==> config.mk <==
export PLATFORM = sky130hd
export DESIGN_NAME = chunked_serial_adder_flat
export DESIGN_NICKNAME = d
export VERILOG_FILES = /design/src/rtl/chunked_serial_adder_pkg.sv /design/src/rtl/chunked_serial_adder_if.sv /design/src/rtl/chunked_serial_adder_chunk_adder.sv /design/src/rtl/chunked_serial_adder.sv /design/src/flat_wrapper.sv
export SDC_FILE = /design/constraint.sdc
export NUM_CORES = 1
export LEC_CHECK = 0
export CAP_MARGIN = 40
export CORE_MARGIN = 2
export CORE_UTILIZATION = 50
export DETAILED_ROUTE_END_ITERATION = 6
export PLACE_DENSITY = 0.86
export RECOVER_POWER = 25
export SLEW_MARGIN = 20
export SYNTH_ARGS = -nofsm -noshare
export SYNTH_HDL_FRONTEND = slang
export SYNTH_SLANG_ARGS = --single-unit
==> constraint.sdc <==
create_clock -name clk -period 3.2 [get_ports clk]
set_clock_uncertainty 0.05 [all_clocks]
set_input_delay 0.64 -clock clk [delete_from_list [all_inputs] [get_ports clk]]
set_output_delay 0.64 -clock clk [all_outputs]
set_load 0.01 [all_outputs]
==> src/rtl/chunked_serial_adder_pkg.sv <==
// Shared definitions for the chunk-serial arithmetic blocks.
//   state_t        : FSM encoding (IDLE / RUN / DONE).
//   serial_nchunk  : number of CHUNK-bit slices in a WIDTH-bit word.
//   serial_cw      : width of a counter that indexes those slices (at least 1).
package chunked_serial_adder_pkg;

  typedef enum logic [1:0] {
    IDLE = 2'd0,
    RUN  = 2'd1,
    DONE = 2'd2
  } state_t;

  // A zero chunk is rejected by the top-level parameter check; returning 1
  // here only keeps the division well defined while that check fires.
  function automatic int serial_nchunk(input int width, input int chunk);
    return (chunk > 0) ? width / chunk : 1;
  endfunction

  function automatic int serial_cw(input int width, input int chunk);
    int n;
    n = serial_nchunk(width, chunk);
    return (n > 1) ? $clog2(n) : 1;
  endfunction

endpackage

==> src/rtl/chunked_serial_adder_if.sv <==
// Operand / result handshake bundle for chunked_serial_adder.
//   in_valid, A, B, Cin, SUB : operation request (master -> slave)
//   in_ready                 : slave can accept a request
//   out_valid, S, Cout, V    : result (slave -> master)
//   out_ready                : master accepts the result
interface chunked_serial_adder_if #(
  parameter int WIDTH = 8
);
  logic             in_valid;
  logic             in_ready;
  logic [WIDTH-1:0] A;
  logic [WIDTH-1:0] B;
  logic             Cin;
  logic             SUB;
  logic             out_valid;
  logic             out_ready;
  logic [WIDTH-1:0] S;
  logic             Cout;
  logic             V;

  modport master (
    output in_valid, A, B, Cin, SUB, out_ready,
    input  in_ready, out_valid, S, Cout, V
  );

  modport slave (
    input  in_valid, A, B, Cin, SUB, out_ready,
    output in_ready, out_valid, S, Cout, V
  );
endinterface

==> src/rtl/chunked_serial_adder_chunk_adder.sv <==
// Combinational CHUNK-bit ripple-carry adder built from full-adder cells.
//   a, b     : CHUNK-bit addends
//   ci       : carry in
//   s        : CHUNK-bit sum
//   co       : carry out of the top bit
//   c_msb_in : carry into the top bit (used for signed overflow)
module chunk_adder #(
  parameter int CHUNK = 2
) (
  input  logic [CHUNK-1:0] a,
  input  logic [CHUNK-1:0] b,
  input  logic             ci,
  output logic [CHUNK-1:0] s,
  output logic             co,
  output logic             c_msb_in
);

  function automatic logic [1:0] full_add(input logic x, input logic y, input logic c);
    // {carry, sum}
    return {(x & y) | (c & (x ^ y)), x ^ y ^ c};
  endfunction

  // The carry chain is a loop variable rather than a vector so the ripple
  // stays a single combinational process.
  always_comb begin
    logic       c;
    logic [1:0] fa;
    c        = ci;
    s        = '0;
    c_msb_in = ci;
    fa       = '0;
    for (int i = 0; i < CHUNK; i++) begin
      if (i == CHUNK - 1) c_msb_in = c;
      fa   = full_add(a[i], b[i], c);
      s[i] = fa[0];
      c    = fa[1];
    end
    co = c;
  end

endmodule

==> src/rtl/chunked_serial_adder.sv <==
// Multi-cycle adder/subtractor processing CHUNK bits per clock.
//   clk  : rising-edge clock
//   rst  : asynchronous, active-high reset
//   bus  : slave side of chunked_serial_adder_if
//          request  in_valid/in_ready with A, B, Cin, SUB (A-B when SUB=1)
//          response out_valid/out_ready with S, Cout (1 = no borrow on
//          subtract) and V (signed overflow)
// An accepted operation takes WIDTH/CHUNK RUN cycles, low chunk first, then
// holds the result in DONE until out_ready.
module chunked_serial_adder
  import chunked_serial_adder_pkg::*;
#(
  parameter int WIDTH = 8,
  parameter int CHUNK = 2
) (
  input  logic                  clk,
  input  logic                  rst,
  chunked_serial_adder_if.slave bus
);

  localparam int NCHUNK = serial_nchunk(WIDTH, CHUNK);
  localparam int CW     = serial_cw(WIDTH, CHUNK);
  localparam logic [WIDTH-1:0] CHUNK_MASK = WIDTH'({CHUNK{1'b1}});

  if ((CHUNK < 1) || (CHUNK > WIDTH) || ((WIDTH % CHUNK) != 0)) begin : g_param_check
    $error("chunked_serial_adder: WIDTH (%0d) must be a non-zero multiple of CHUNK (%0d)",
           WIDTH, CHUNK);
  end

  state_t           state;
  logic [CW-1:0]    cnt;
  logic             carry;
  logic [WIDTH-1:0] a_r;
  logic [WIDTH-1:0] b_r;
  logic [WIDTH-1:0] s_r;
  logic             cout_r;
  logic             v_r;
  logic             in_ready_r;
  logic             out_valid_r;

  logic [31:0]      base;
  logic [CHUNK-1:0] a_chunk;
  logic [CHUNK-1:0] b_chunk;
  logic [CHUNK-1:0] sum_chunk;
  logic             co_chunk;
  logic             c_msb_chunk;

  // Chunk select: shift the current slice down to bit 0.
  assign base    = 32'(cnt) * 32'(CHUNK);
  assign a_chunk = CHUNK'(a_r >> base);
  assign b_chunk = CHUNK'(b_r >> base);

  chunk_adder #(.CHUNK(CHUNK)) u_chunk_adder (
    .a        (a_chunk),
    .b        (b_chunk),
    .ci       (carry),
    .s        (sum_chunk),
    .co       (co_chunk),
    .c_msb_in (c_msb_chunk)
  );

  // Control, operand capture and chunk write-back.
  always_ff @(posedge clk or posedge rst) begin
    if (rst) begin
      state       <= IDLE;
      cnt         <= '0;
      carry       <= 1'b0;
      a_r         <= '0;
      b_r         <= '0;
      s_r         <= '0;
      cout_r      <= 1'b0;
      v_r         <= 1'b0;
      in_ready_r  <= 1'b1;
      out_valid_r <= 1'b0;
    end else begin
      case (state)
        IDLE: begin
          if (bus.in_valid) begin
            a_r        <= bus.A;
            // Subtraction is A + ~B + 1: invert B here, the +1 rides in the carry.
            b_r        <= bus.SUB ? ~bus.B : bus.B;
            carry      <= bus.SUB ? 1'b1 : bus.Cin;
            cnt        <= '0;
            s_r        <= '0;
            in_ready_r <= 1'b0;
            state      <= RUN;
          end
        end
        RUN: begin
          s_r   <= (s_r & ~(CHUNK_MASK << base)) | (WIDTH'(sum_chunk) << base);
          carry <= co_chunk;
          cnt   <= cnt + CW'(1);
          if (cnt == CW'(NCHUNK - 1)) begin
            cout_r      <= co_chunk;
            v_r         <= c_msb_chunk ^ co_chunk;
            out_valid_r <= 1'b1;
            state       <= DONE;
          end
        end
        DONE: begin
          // in_valid is deliberately ignored here; a new request waits for IDLE.
          if (bus.out_ready) begin
            out_valid_r <= 1'b0;
            in_ready_r  <= 1'b1;
            state       <= IDLE;
          end
        end
        default: begin
          out_valid_r <= 1'b0;
          in_ready_r  <= 1'b1;
          state       <= IDLE;
        end
      endcase
    end
  end

  assign bus.in_ready  = in_ready_r;
  assign bus.out_valid = out_valid_r;
  assign bus.S         = s_r;
  assign bus.Cout      = cout_r;
  assign bus.V         = v_r;

endmodule

==> src/flat_wrapper.sv <==
// flat-port wrapper written by rule: the top's interface ports become plain ports
module chunked_serial_adder_flat import chunked_serial_adder_pkg::*;
#(
  parameter int WIDTH = 8,
  parameter int CHUNK = 2
)
  (clk, rst, bus_in_valid, bus_A, bus_B, bus_Cin, bus_SUB, bus_out_ready, bus_in_ready, bus_out_valid, bus_S, bus_Cout, bus_V);
  chunked_serial_adder_if #(.WIDTH(WIDTH)) bus_i ();
  input  logic clk;
  input  logic rst;
  input wire logic [$bits(bus_i.in_valid)-1:0] bus_in_valid;
  input wire logic [$bits(bus_i.A)-1:0] bus_A;
  input wire logic [$bits(bus_i.B)-1:0] bus_B;
  input wire logic [$bits(bus_i.Cin)-1:0] bus_Cin;
  input wire logic [$bits(bus_i.SUB)-1:0] bus_SUB;
  input wire logic [$bits(bus_i.out_ready)-1:0] bus_out_ready;
  output wire logic [$bits(bus_i.in_ready)-1:0] bus_in_ready;
  output wire logic [$bits(bus_i.out_valid)-1:0] bus_out_valid;
  output wire logic [$bits(bus_i.S)-1:0] bus_S;
  output wire logic [$bits(bus_i.Cout)-1:0] bus_Cout;
  output wire logic [$bits(bus_i.V)-1:0] bus_V;
  assign bus_i.in_valid = bus_in_valid;
  assign bus_i.A = bus_A;
  assign bus_i.B = bus_B;
  assign bus_i.Cin = bus_Cin;
  assign bus_i.SUB = bus_SUB;
  assign bus_i.out_ready = bus_out_ready;
  assign bus_in_ready = bus_i.in_ready;
  assign bus_out_valid = bus_i.out_valid;
  assign bus_S = bus_i.S;
  assign bus_Cout = bus_i.Cout;
  assign bus_V = bus_i.V;
  chunked_serial_adder #(.WIDTH(WIDTH), .CHUNK(CHUNK)) u_core (.clk(clk), .rst(rst), .bus(bus_i));
endmodule
==> metrics.md, run 1 <==
| Metric | Value |
|---|---|
| Status | `complete, but fails checks` |
| Failing checks | `max-capacitance violations, max-slew violations` |
| Peak supply drop | `0.572 mV` |
| Pleak | `0.835 nW` |
| Clock sinks | `33` |
| Worst slew margin relative to its limit | `-15.9%` |
| Area Overhead vs Synth | `24.5%` |
| Synth area leader | `dfrtp_1` |
| Gr usage total | `19.4%` |
| Avg Vias per Cell | `5.21` |
| Largest net degree at the start of global routing | `34` |
| DR pass1 iterations | `4` |
| Setup tns final | `0 ns` |
| WL final | `3070 µm` |
| CTS Hold Bufs | `0` |
| RSZ-0062 raised after global routing | `no` |
| Final worst path period need | `2.59 ns` |
| Ys async rst share | `100%` |
| DRC viols | `0` |
| Worst hold slack | `0.432 ns` |
| DIE HEIGHT | `60.7 µm` |
| Gpl congestion | `0.838` |
| Clk_lat worst skew | `0.34 ns` |
| Peak fanout along the critical path | `10` |
| Fin area | `2000 µm²` |
| Clock transition at path regs | `0.10 ns` |
| Layout cell share with drive strength beyond 1 | `15.1%` |
| Row Count | `20` |
| Syn avg cell area | `11.8 µm²` |
| CP Cell Sequence | `mux4_2 -> fa_1 -> fa_1 -> nand2_1 -> a2bb2o_4` |
| Ys Warns | `0` |
| Global-route wire length before repair | `5110 µm` |
| Total cell area at the placement stage | `1950 µm²` |
| Mapped Cells | `136` |
| Die X | `60.7 µm` |
| Yosys top cell area share | `49.9%` |
| Mapped Nets | `164` |
| Mean routed wirelength per cell | `14.2 µm` |
| Seq cells post-synth | `33` |
| Synth Flop Type | `dfrtp_1` |
| Worst EP required | `3.39 ns` |
| Commonest cells after routing, fill and taps aside | `clkdlybuf4s50_1, dfrtp_1, nand2_1` |
| Upper clock frequency limit | `385 MHz` |
| Clock tree root buffer cell | `clkbuf_4` |
| Post-synth EDFFs | `0` |
| Post-CTS Setup Inserts | `0` |
| Initial Utilization | `52.6%` |
| TritonCTS Buffers | `5` |
| Max_cap viols | `1` |
| Vias in the first global route | `1136` |
| Final Hold Fails | `0` |
| Startpoint types | `register` |
| Total number of vias | `1126` |
| Placed insts | `208` |
| Arrival time at the worst endpoint | `2.79 ns` |
| Most common cell on crit path | `fa_1` |
| H-tree depth | `2` |
| I/O Buffers | `33` |
| Slew @ Worst Pin | `1.74 ns` |
| Final ANT Viol Nets | `0` |
| Die footprint | `3680 µm²` |
| CP max stage delay | `0.60 ns` |
| Mapped cell area | `1610 µm²` |
| CTS tree | `built` |
| Final setup violation count | `0` |
| CTS max path bufs | `2` |
| Initial antenna violation count | `0` |
| PwrDens | `1010 nW/µm²` |
| Seq/Total Area, Yosys | `51.5%` |
| Nets | `199` |
| Worst path slowest cell | `dfrtp_1` |
| Worst hold path type | `reg2reg` |
| Fillers | `262` |
| Fin. max-slew vios | `34` |
| 1st-iter DRT viols | `40` |
| IO Pins | `34` |
| Ant. Diodes | `0` |
| Dpl hpwl | `2300 µm` |
| Critical path capture point type | `register` |
| Congestion Overflow GR | `0` |
| WS Path Type | `reg2reg` |
| Post-Layout Cell Count | `216` |
| Synth top area cells | `dfrtp_1, mux2_2, mux4_2, xnor2_1, a21oi_1` |
| Netlist cell types | `27` |
| # resized after CTS | `0` |
| Final period utilization | `81.1%` |
| Core area | `3050 µm²` |
[sequential cells by signal, summed over array words and instances (netlist names)]
signal and flops:
u_core.bus.out_valid 1, u_core.bus.V 1, u_core.carry 1, u_core.cnt 2, u_core.state 2, u_core.b_r 8
u_core.bus.S 8, u_core.a_r 8, u_core.bus.Cout 1, u_core.bus.in_ready 1
[per-layer routing]
metal,track usage (%),wire (µm),up-vias
met5,0,0,-
met4,5.28,32,0
met3,7.25,184,5
met2,32.7,1600,41
met1,23.6,1260,549
li1,-,-,531
[path summary, 6_finish.rpt]
| kind | start | to | slack, ns | depth (start not counted) |
|---|---|---|---|---|
| worst max-delay path | u_core.cnt[0] | u_core.bus.S[7] | 0.61 | 5 |
| worst min-delay path | u_core.bus.in_ready | u_core.bus.in_ready | 0.43 | 2 |
| worst max register to register | u_core.cnt[0] | u_core.bus.S[7] | 0.61 | 5 |
| worst min register to register | u_core.bus.in_ready | u_core.bus.in_ready | 0.43 | 2 |
| max in group asynchronous | rst | u_core.b_r[7] | 0.80 | 3 |
| min in group asynchronous | rst | u_core.state[1] | 1.30 | 3 |
[metrics by stage]
| step | worst slack [ns] | util (%) | total power [mW] |
|---|---|---|---|
| final | 0.605 | 65.5 | 2.01 |
| after global routing | 0.351 | 65.5 | 2.16 |
| after CTS | 0.618 | 65.6 | 2.02 |
| after detailed placement | 0.628 | 63.9 | 1.79 |
| after global placement | 0.661 | 63.9 | 1.73 |
| after floorplan | 0.749 | - | 1.52 |
[logic make-up (layout without fill, tap and decap cells)]
family                     count (synthesis)  in the layout  share of synthesized area (%)
DFF                                       33             33                           51.5
and+or+nand+nor                           29             29                           8.26
AOI/OAI and AO/OA                         27             27                           11.1
buffers and inverters                     18             54                           6.00
muxes                                     14             14                           12.6
xor gates and xnor gates                   9              9                           4.91
adders and majority gates                  6              6                           5.61
[synthesized netlist by cell type, types with 2 or more instances]
cell,n
mux4_2,4
fa_1,2
buf_2,2
buf_6,2
o22ai_1,6
xnor2_1,9
ha_1,4
mux2_2,10
dfrtp_1,32
nor2_1,10
o21ai_0,2
buf_4,3
inv_1,11
a21oi_1,12
nand2_1,15
[critical path, delay by kind of cell, from the launching register on]
kind                       cells  cell delay [ns]
and+or+nand+nor                1             0.13
DFF                            1             0.60
adders and majority gates      2             0.92
AOI/OAI and AO/OA              1             0.22
muxes                          1             0.57
[cell type report]
cell class / instances / area, µm² / share of cell area, %
clock inverter: 2 / 10.0 / 0.501
multi-input combinational: 85 / 682 / 34.1
clock buffer: 6 / 41.3 / 2.07
inverter: 11 / 41.3 / 2.07
tap: 44 / 55.1 / 2.76
sequential: 33 / 827 / 41.4
timing repair buffer: 35 / 342 / 17.1
[power breakdown]
| part | internal (mW) | switching [mW] |
|---|---|---|
| Clock | 0.0835 | 0.137 |
| Sequential | 0.612 | 0.162 |
| Combinational | 0.536 | 0.480 |
| Total | 1.23 | 0.780 |
Note: power is estimated with default switching activity, not from simulation.
==> run 2, diff against run 1 <==
==> constraint.sdc (replaced) <==
create_clock -name clk -period 2.58 [get_ports clk]
set_clock_uncertainty 0.05 [all_clocks]
set_input_delay 0.516 -clock clk [delete_from_list [all_inputs] [get_ports clk]]
set_output_delay 0.516 -clock clk [all_outputs]
set_load 0.01 [all_outputs]
==> metrics.md, run 2 (synthesis gave the netlist of run 1 again) <==
| Metric | Value |
|---|---|
| Status | `completed` |
| Clk_lat worst skew | `0.33 ns (about the same)` |
| Total cell area at the placement stage | `1970 µm² (+1.2%)` |
| Ant. Diodes | `0 (unchanged)` |
| Internal power component | `1.58 mW (+28%)` |
| Dpl hpwl | `2210 µm (-4.0%)` |
| Clock power frac | `11.4% (+0.4 points)` |
| Final worst path period need | `2.32 ns (-0.277 ns)` |
| Post-CTS Setup Inserts | `0 (unchanged)` |
| Max_cap viols | `0 (-1)` |
| DIE HEIGHT | `60.7 µm (unchanged)` |
| Vias in the first global route | `1176 (+3.5%)` |
| Gr usage total | `19.1% (-0.32 points)` |
| Fin. max-slew vios | `0 (-100%)` |
| WL final | `2860 µm (-6.8%)` |
| Slew @ Worst Pin | `0.808 ns (-0.931 ns)` |
| Clock transition at path regs | `0.09 ns (about the same)` |
| Core area | `3050 µm² (unchanged)` |
| Worst hold path type | `reg2reg` |
| PwrDens | `1240 nW/µm² (+24%)` |
| Die footprint | `3680 µm² (unchanged)` |
| Peak supply drop | `0.625 mV (+9.2%)` |
| IO Pins | `34 (unchanged)` |
| Final setup violation count | `0 (unchanged)` |
| Net Switching | `0.937 mW (+20%)` |
| Final Hold Fails | `0 (unchanged)` |
| Arrival time at the worst endpoint | `2.50 ns (-0.29 ns)` |
| Peak fanout along the critical path | `2 (-8)` |
| Gpl congestion | `0.849 (+1.4%)` |
| # resized after CTS | `0 (unchanged)` |
| Final period utilization | `89.8% (+8.7 points)` |
| WS Path Type | `reg2reg` |
| RSZ-0062 raised after global routing | `no` |
| Pleak | `0.852 nW (+2.1%)` |
| Die X | `60.7 µm (unchanged)` |
| Critical path origin | `u_core.cnt[1]` |
| Worst path slowest cell | `mux4_2` |
| Setup tns final | `0 ns (unchanged)` |
| Fin area | `2030 µm² (+1.4%)` |
| Gate power share | `52.4% (+1.9 points)` |
| Critical path capture point type | `register` |
| CP max stage delay | `0.53 ns (-0.07 ns)` |
| Worst R2R Start | `u_core.cnt[1]` |
| Nets | `202 (+1.5%)` |
| Congestion Overflow GR | `0 (unchanged)` |
| DRC viols | `0 (unchanged)` |
| I/O Buffers | `33 (unchanged)` |
| CTS tree | `built` |
| TritonCTS Buffers | `5 (unchanged)` |
| Reg2Reg Setup Slack | `0.26 ns (-0.34 ns)` |
| CP Cell Sequence | `mux4_2 -> fa_1 -> fa_1 -> nand2_1 -> a2bb2o_4` |
| 1st-iter DRT viols | `52 (+30%)` |
| H-tree depth | `2 (unchanged)` |
| Layout cell share with drive strength beyond 1 | `16.7% (+1.6 points)` |
| Clock tree root buffer cell | `clkbuf_4` |
| Clock sinks | `33 (unchanged)` |
| Bufs and invs on worst path | `0 (unchanged)` |
| Initial Utilization | `52.6% (unchanged)` |
| Avg Vias per Cell | `5.13 (-1.6%)` |
| CTS max path bufs | `2 (unchanged)` |
| Area Overhead vs Synth | `26.2%` |
| Startpoint types | `register` |
| Row Count | `20 (unchanged)` |
| Top delay family on crit path | `adder cells` |
| Largest net degree at the start of global routing | `34 (unchanged)` |
| Seq pwr share | `36.2% (-2.3 points)` |
| Hold Startpoint | `u_core.bus.in_ready` |
| Global-route wire length before repair | `5020 µm (-1.6%)` |
| Switching Share | `37.2% (-1.5 points)` |
| Worst slew margin relative to its limit | `46.2% (+62 points)` |
| DR pass1 iterations | `4 (unchanged)` |
| Worst EP required | `2.76 ns (-0.63 ns)` |
| Commonest cells after routing, fill and taps aside | `clkdlybuf4s50_1, dfrtp_1, nand2_1` |
| Final ANT Viol Nets | `0 (unchanged)` |
| Total number of vias | `1118 (-0.71%)` |
| Mean routed wirelength per cell | `13.1 µm (-7.6%)` |
| CTS Hold Bufs | `0 (unchanged)` |
| Upper clock frequency limit | `431 MHz (+12%)` |
| Initial antenna violation count | `0 (unchanged)` |
| Most common cell on crit path | `fa_1` |
[run 2: worst register-to-register path, cell delays in order, from the launching register on]
cell,delay [ns]
dfrtp_1,0.39
mux4_2,0.53
fa_1,0.43
fa_1,0.47
nand2_1,0.13
a2bb2o_4,0.22
[run 2: cell type report]
class / instances / area, µm²
Fill cell: 252 / 1030
Sequential cell: 33 / 827
Multi-Input combinational cell: 85 / 682
Timing Repair Buffer: 38 / 365
Clock buffer: 7 / 55.1
Tap cell: 44 / 55.1
Inverter: 11 / 41.3
[run 2: path summary, 6_finish.rpt]
path,endpoint,depth (start not counted)
worst min-delay path,u_core.bus.in_ready,2
worst min register to register,u_core.bus.in_ready,2
worst max register to register,u_core.bus.S[7],5
worst max-delay path,u_core.bus.S[7],5
min in group asynchronous,u_core.bus.S[0],3
max in group asynchronous,u_core.a_r[7],3
[run 2: power groups by stage]
stage | clock network, mW | logic [mW] | registers, mW
finish | 0.287 | 1.32 | 0.913
global route | 0.316 | 1.48 | 0.946
CTS | 0.298 | 1.33 | 0.914
detailed placement | 0 | 1.32 | 0.926
global placement | 0 | 1.28 | 0.911
floorplan | 0 | 0.976 | 0.914
[run 2: metrics by stage]
step / util, % / worst slack (ns) / power, mW / cells / hold slack [ns]
4_1_cts: 66.4 / 0.249 / 2.54 / 218 / 0.418
5_1_grt: 66.4 / 0.166 / 2.74 / 218 / 0.450
3_3_place_gp: 64.6 / 0.306 / 2.19 / 211 / 0.398
2_1_floorplan: - / 0.129 / 1.89 / 136 / 0.416
3_5_place_dp: 64.6 / 0.270 / 2.25 / 211 / 0.407
6_report: 66.4 / 0.262 / 2.52 / 218 / 0.416
[run 2: per-layer routing]
metal	up-vias	wire length (µm)	track usage, %
li1	540	-	-
met1	540	1180	22.8
met2	35	1510	33.5
met3	3	141	4.48
met4	0	32	7.45
met5	-	0	0
==> run 3, diff against run 2 <==
--- a/config.mk
+++ b/config.mk
@@ -5,10 +5,12 @@
 export SDC_FILE = /design/constraint.sdc
 export NUM_CORES = 1
 export LEC_CHECK = 0
+export ABC_AREA = 1
 export CAP_MARGIN = 40
 export CORE_MARGIN = 2
-export CORE_UTILIZATION = 50
+export CORE_UTILIZATION = 51
 export DETAILED_ROUTE_END_ITERATION = 6
+export HOLD_SLACK_MARGIN = 0.1
 export PLACE_DENSITY = 0.86
 export RECOVER_POWER = 25
 export SLEW_MARGIN = 20
==> metrics.md, run 3 <==
| Metric | Value |
|---|---|
| Status | `complete, but fails checks` |
| Failing checks | `max-capacitance violations, max-slew violations` |
| Largest net degree at the start of global routing | `34 (unchanged)` |
| Dpl hpwl | `2260 µm (+2.3%)` |
| Commonest cells after routing, fill and taps aside | `nand2_1, clkdlybuf4s50_1, dfrtp_1` |
| H-tree depth | `2 (unchanged)` |
| Final period utilization | `94.5% (+4.7 points)` |
| Mean routed wirelength per cell | `11.3 µm (-14%)` |
| Synth top area cells | `dfrtp_1, nand2_1, o21ai_0, nand3_1, xnor2_1` |
| Global-route wire length before repair | `5460 µm (+8.8%)` |
| CP Cell Sequence | `inv_2 -> nor2_1 -> o21ai_0 -> o21ai_0 -> fa_1 -> fa_1 -> inv_1 -> nor2_1 -> nand3_1 -> nand3_1` |
| WP depth | `10 (+5)` |
| Seq cells post-synth | `33 (unchanged)` |
| WL final | `3120 µm (+8.8%)` |
| Most common cell after layout, fill and taps aside | `nand2_1` |
| Ys async rst share | `100% (unchanged)` |
| Area Overhead vs Synth | `22.6%` |
| Pleak | `1.01 nW (+18%)` |
| Mapped Nets | `225 (+37%)` |
| Setup tns final | `0 ns (unchanged)` |
| Final worst path period need | `2.44 ns (+0.120 ns)` |
| Max_cap viols | `1 (+1)` |
| Row Count | `20 (unchanged)` |
| Clock tree root buffer cell | `clkbuf_4` |
| Worst R2R Start | `u_core.cnt[1]` |
| 1st-iter DRT viols | `62 (+19%)` |
| Synth Flop Type | `dfrtp_1` |
| CTS tree | `built` |
| Upper clock frequency limit | `410 MHz (-4.9%)` |
| DRC viols | `0 (unchanged)` |
| Bufs and invs on worst path | `2 (+2)` |
| Startpoint types | `register` |
| I/O Buffers | `33 (unchanged)` |
| Worst hold path type | `reg2reg` |
| Clock sinks | `33 (unchanged)` |
| Avg Vias per Cell | `4.94 (-3.7%)` |
| Arrival time at the worst endpoint | `2.66 ns (+0.16 ns)` |
| Layout cell share with drive strength beyond 1 | `7.79% (-8.9 points)` |
| Slew @ Worst Pin | `1.68 ns (+0.875 ns)` |
| Fillers | `285 (+13%)` |
| Crit path to | `u_core.bus.S[5]` |
| Gr usage total | `20.0% (+0.89 points)` |
| Clk_lat worst skew | `0.33 ns (about the same)` |
| Synth area leader | `dfrtp_1` |
| Initial antenna violation count | `0 (unchanged)` |
| Mapped Cells | `197 (+45%)` |
| Most frequent cell after synthesis | `nand2_1` |
| Yosys top cell area share | `47.3% (-2.6 points)` |
| Top delay family on crit path | `adder cells` |
| Syn avg cell area | `8.60 µm² (-27%)` |
| Post-synth EDFFs | `0 (unchanged)` |
| Vias in the first global route | `1252 (+6.5%)` |
| Worst path slowest cell | `dfrtp_1` |
| CTS Hold Bufs | `0 (unchanged)` |
| Seq/Total Area, Yosys | `48.8% (-2.7 points)` |
| Initial Utilization | `54.6% (+2.0 points)` |
| Gpl congestion | `0.859 (+1.2%)` |
| Peak fanout along the critical path | `12 (+10)` |
| Top cells by count, synth | `nand2_1, dfrtp_1, o21ai_0, nand3_1` |
| Fin. max-slew vios | `34 (+34)` |
| Congestion Overflow GR | `0 (unchanged)` |
| Critical path origin | `u_core.cnt[1]` |
| Ys Warns | `0 (unchanged)` |
| Ant. Diodes | `0 (unchanged)` |
| CTS max path bufs | `2 (unchanged)` |
| DR pass1 iterations | `4 (unchanged)` |
| Critical path capture point type | `register` |
| DIE HEIGHT | `61.6 µm (+1.6%)` |
| Die footprint | `3800 µm² (+3.2%)` |
| Register area | `827 µm² (unchanged)` |
| Final ANT Viol Nets | `0 (unchanged)` |
| Final Hold Fails | `0 (unchanged)` |
| RSZ-0062 raised after global routing | `no` |
| # resized after CTS | `0 (unchanged)` |
| TritonCTS Buffers | `5 (unchanged)` |
| Peak supply drop | `0.494 mV (-21%)` |
| Area occupied by multi-input gates | `724 µm² (+6.2%)` |
| CP max stage delay | `0.54 ns (about the same)` |
| FF-to-FF path depth | `10 (+5)` |
| Total number of vias | `1358 (+21%)` |
| Netlist cell types | `24 (-11%)` |
| Post-CTS Setup Inserts | `0 (unchanged)` |
| Mapped cell area | `1690 µm² (+5.5%)` |
| Worst slew margin relative to its limit | `-12.2% (-58 points)` |
| Core area | `3100 µm² (+1.6%)` |
| PwrDens | `1200 nW/µm² (-3.1%)` |
| Clock transition at path regs | `0.10 ns (about the same)` |
| Die X | `61.6 µm (+1.6%)` |
| Worst hold slack | `0.413 ns (-0.00269 ns)` |
| Final setup violation count | `0 (unchanged)` |
| Worst EP required | `2.80 ns (+0.04 ns)` |
| IO Pins | `34 (unchanged)` |
| Reg2Reg Setup Slack | `0.14 ns (-0.12 ns)` |
| WS Path Type | `reg2reg` |
| Reg2reg end | `u_core.bus.S[5]` |
| Nets | `259 (+28%)` |
-- run 3: cell types whose count changed in the layout (fill, tap and decap cells not counted), moves of 2 or more --
cell and change:
nor2_1 +3, inv_1 +2, nand3_1 +18, nand2_1 +45, inv_2 +3, nand2_2 +2, o211ai_1 +2, o22ai_1 -6
buf_4 -2, a21oi_1 -12, mux4_2 -4, o21ai_1 +3, o21ai_0 +18, mux2_2 -10
-- run 3: metrics by stage --
step	std cells	power, mW	cell area [µm²]	worst slack (ns)	util, %
6_report	275	2.50	2080	0.142	66.9
4_1_cts	275	2.51	2080	0.175	67.1
2_1_floorplan	197	1.88	1690	0.364	-
5_1_grt	275	2.77	2080	0.0209	66.9
3_5_place_dp	268	2.22	2030	0.193	65.3
3_3_place_gp	268	2.17	2030	0.295	65.3
-- run 3: final cells by class --
type,count,area share [%]
timing repair buffer,36,16.8
multi-input combinational,138,34.9
tap,44,2.65
sequential,33,39.8
inverter,17,3.19
clock buffer,7,2.65
-- run 3: cell families after synthesis --
family                     count (synthesis)  synth area share (%)
DFF                                       33                  48.8
buffers and inverters                     26                  8.42
AOI/OAI and AO/OA                         26                  8.12
and+or+nand+nor                           97                  24.7
adders and majority gates                  6                  5.32
xor gates and xnor gates                   9                  4.65
-- run 3: worst min path at each step --
stage / start / to / cells after the start
after floorplan: u_core.a_r[0] / u_core.a_r[0] / 2
after global placement: u_core.bus.in_ready / u_core.bus.in_ready / 2
after detailed placement: u_core.bus.in_ready / u_core.bus.in_ready / 2
after CTS: u_core.bus.in_ready / u_core.bus.in_ready / 2
after global routing: u_core.bus.in_ready / u_core.bus.in_ready / 2
final: u_core.bus.in_ready / u_core.bus.in_ready / 2
-- run 3: layer usage --
layer  up-vias  global-route usage [%]  share of wire, %
li1        689                       -                 -
met1       630                    26.2                47
met2        33                    31.7                47
met3         6                    3.78               3.6
met4         0                    10.0               2.1
met5         -                       0                 0
-- run 3: worst register-to-register path: cells and delay by family, from the launching register on --
kind                       cells  cell delay, ns
adders and majority gates      2            0.97
buffers and inverters          2            0.26
AOI/OAI and AO/OA              2            0.22
DFF                            1            0.54
and+or+nand+nor                4            0.36
-- run 3: power by group --
group | total (mW) | switching, mW | internal (mW)
clock network | 0.290 | 0.162 | 0.129
logic | 1.30 | 0.744 | 0.554
registers | 0.914 | 0.156 | 0.758
total | 2.50 | 1.06 | 1.44
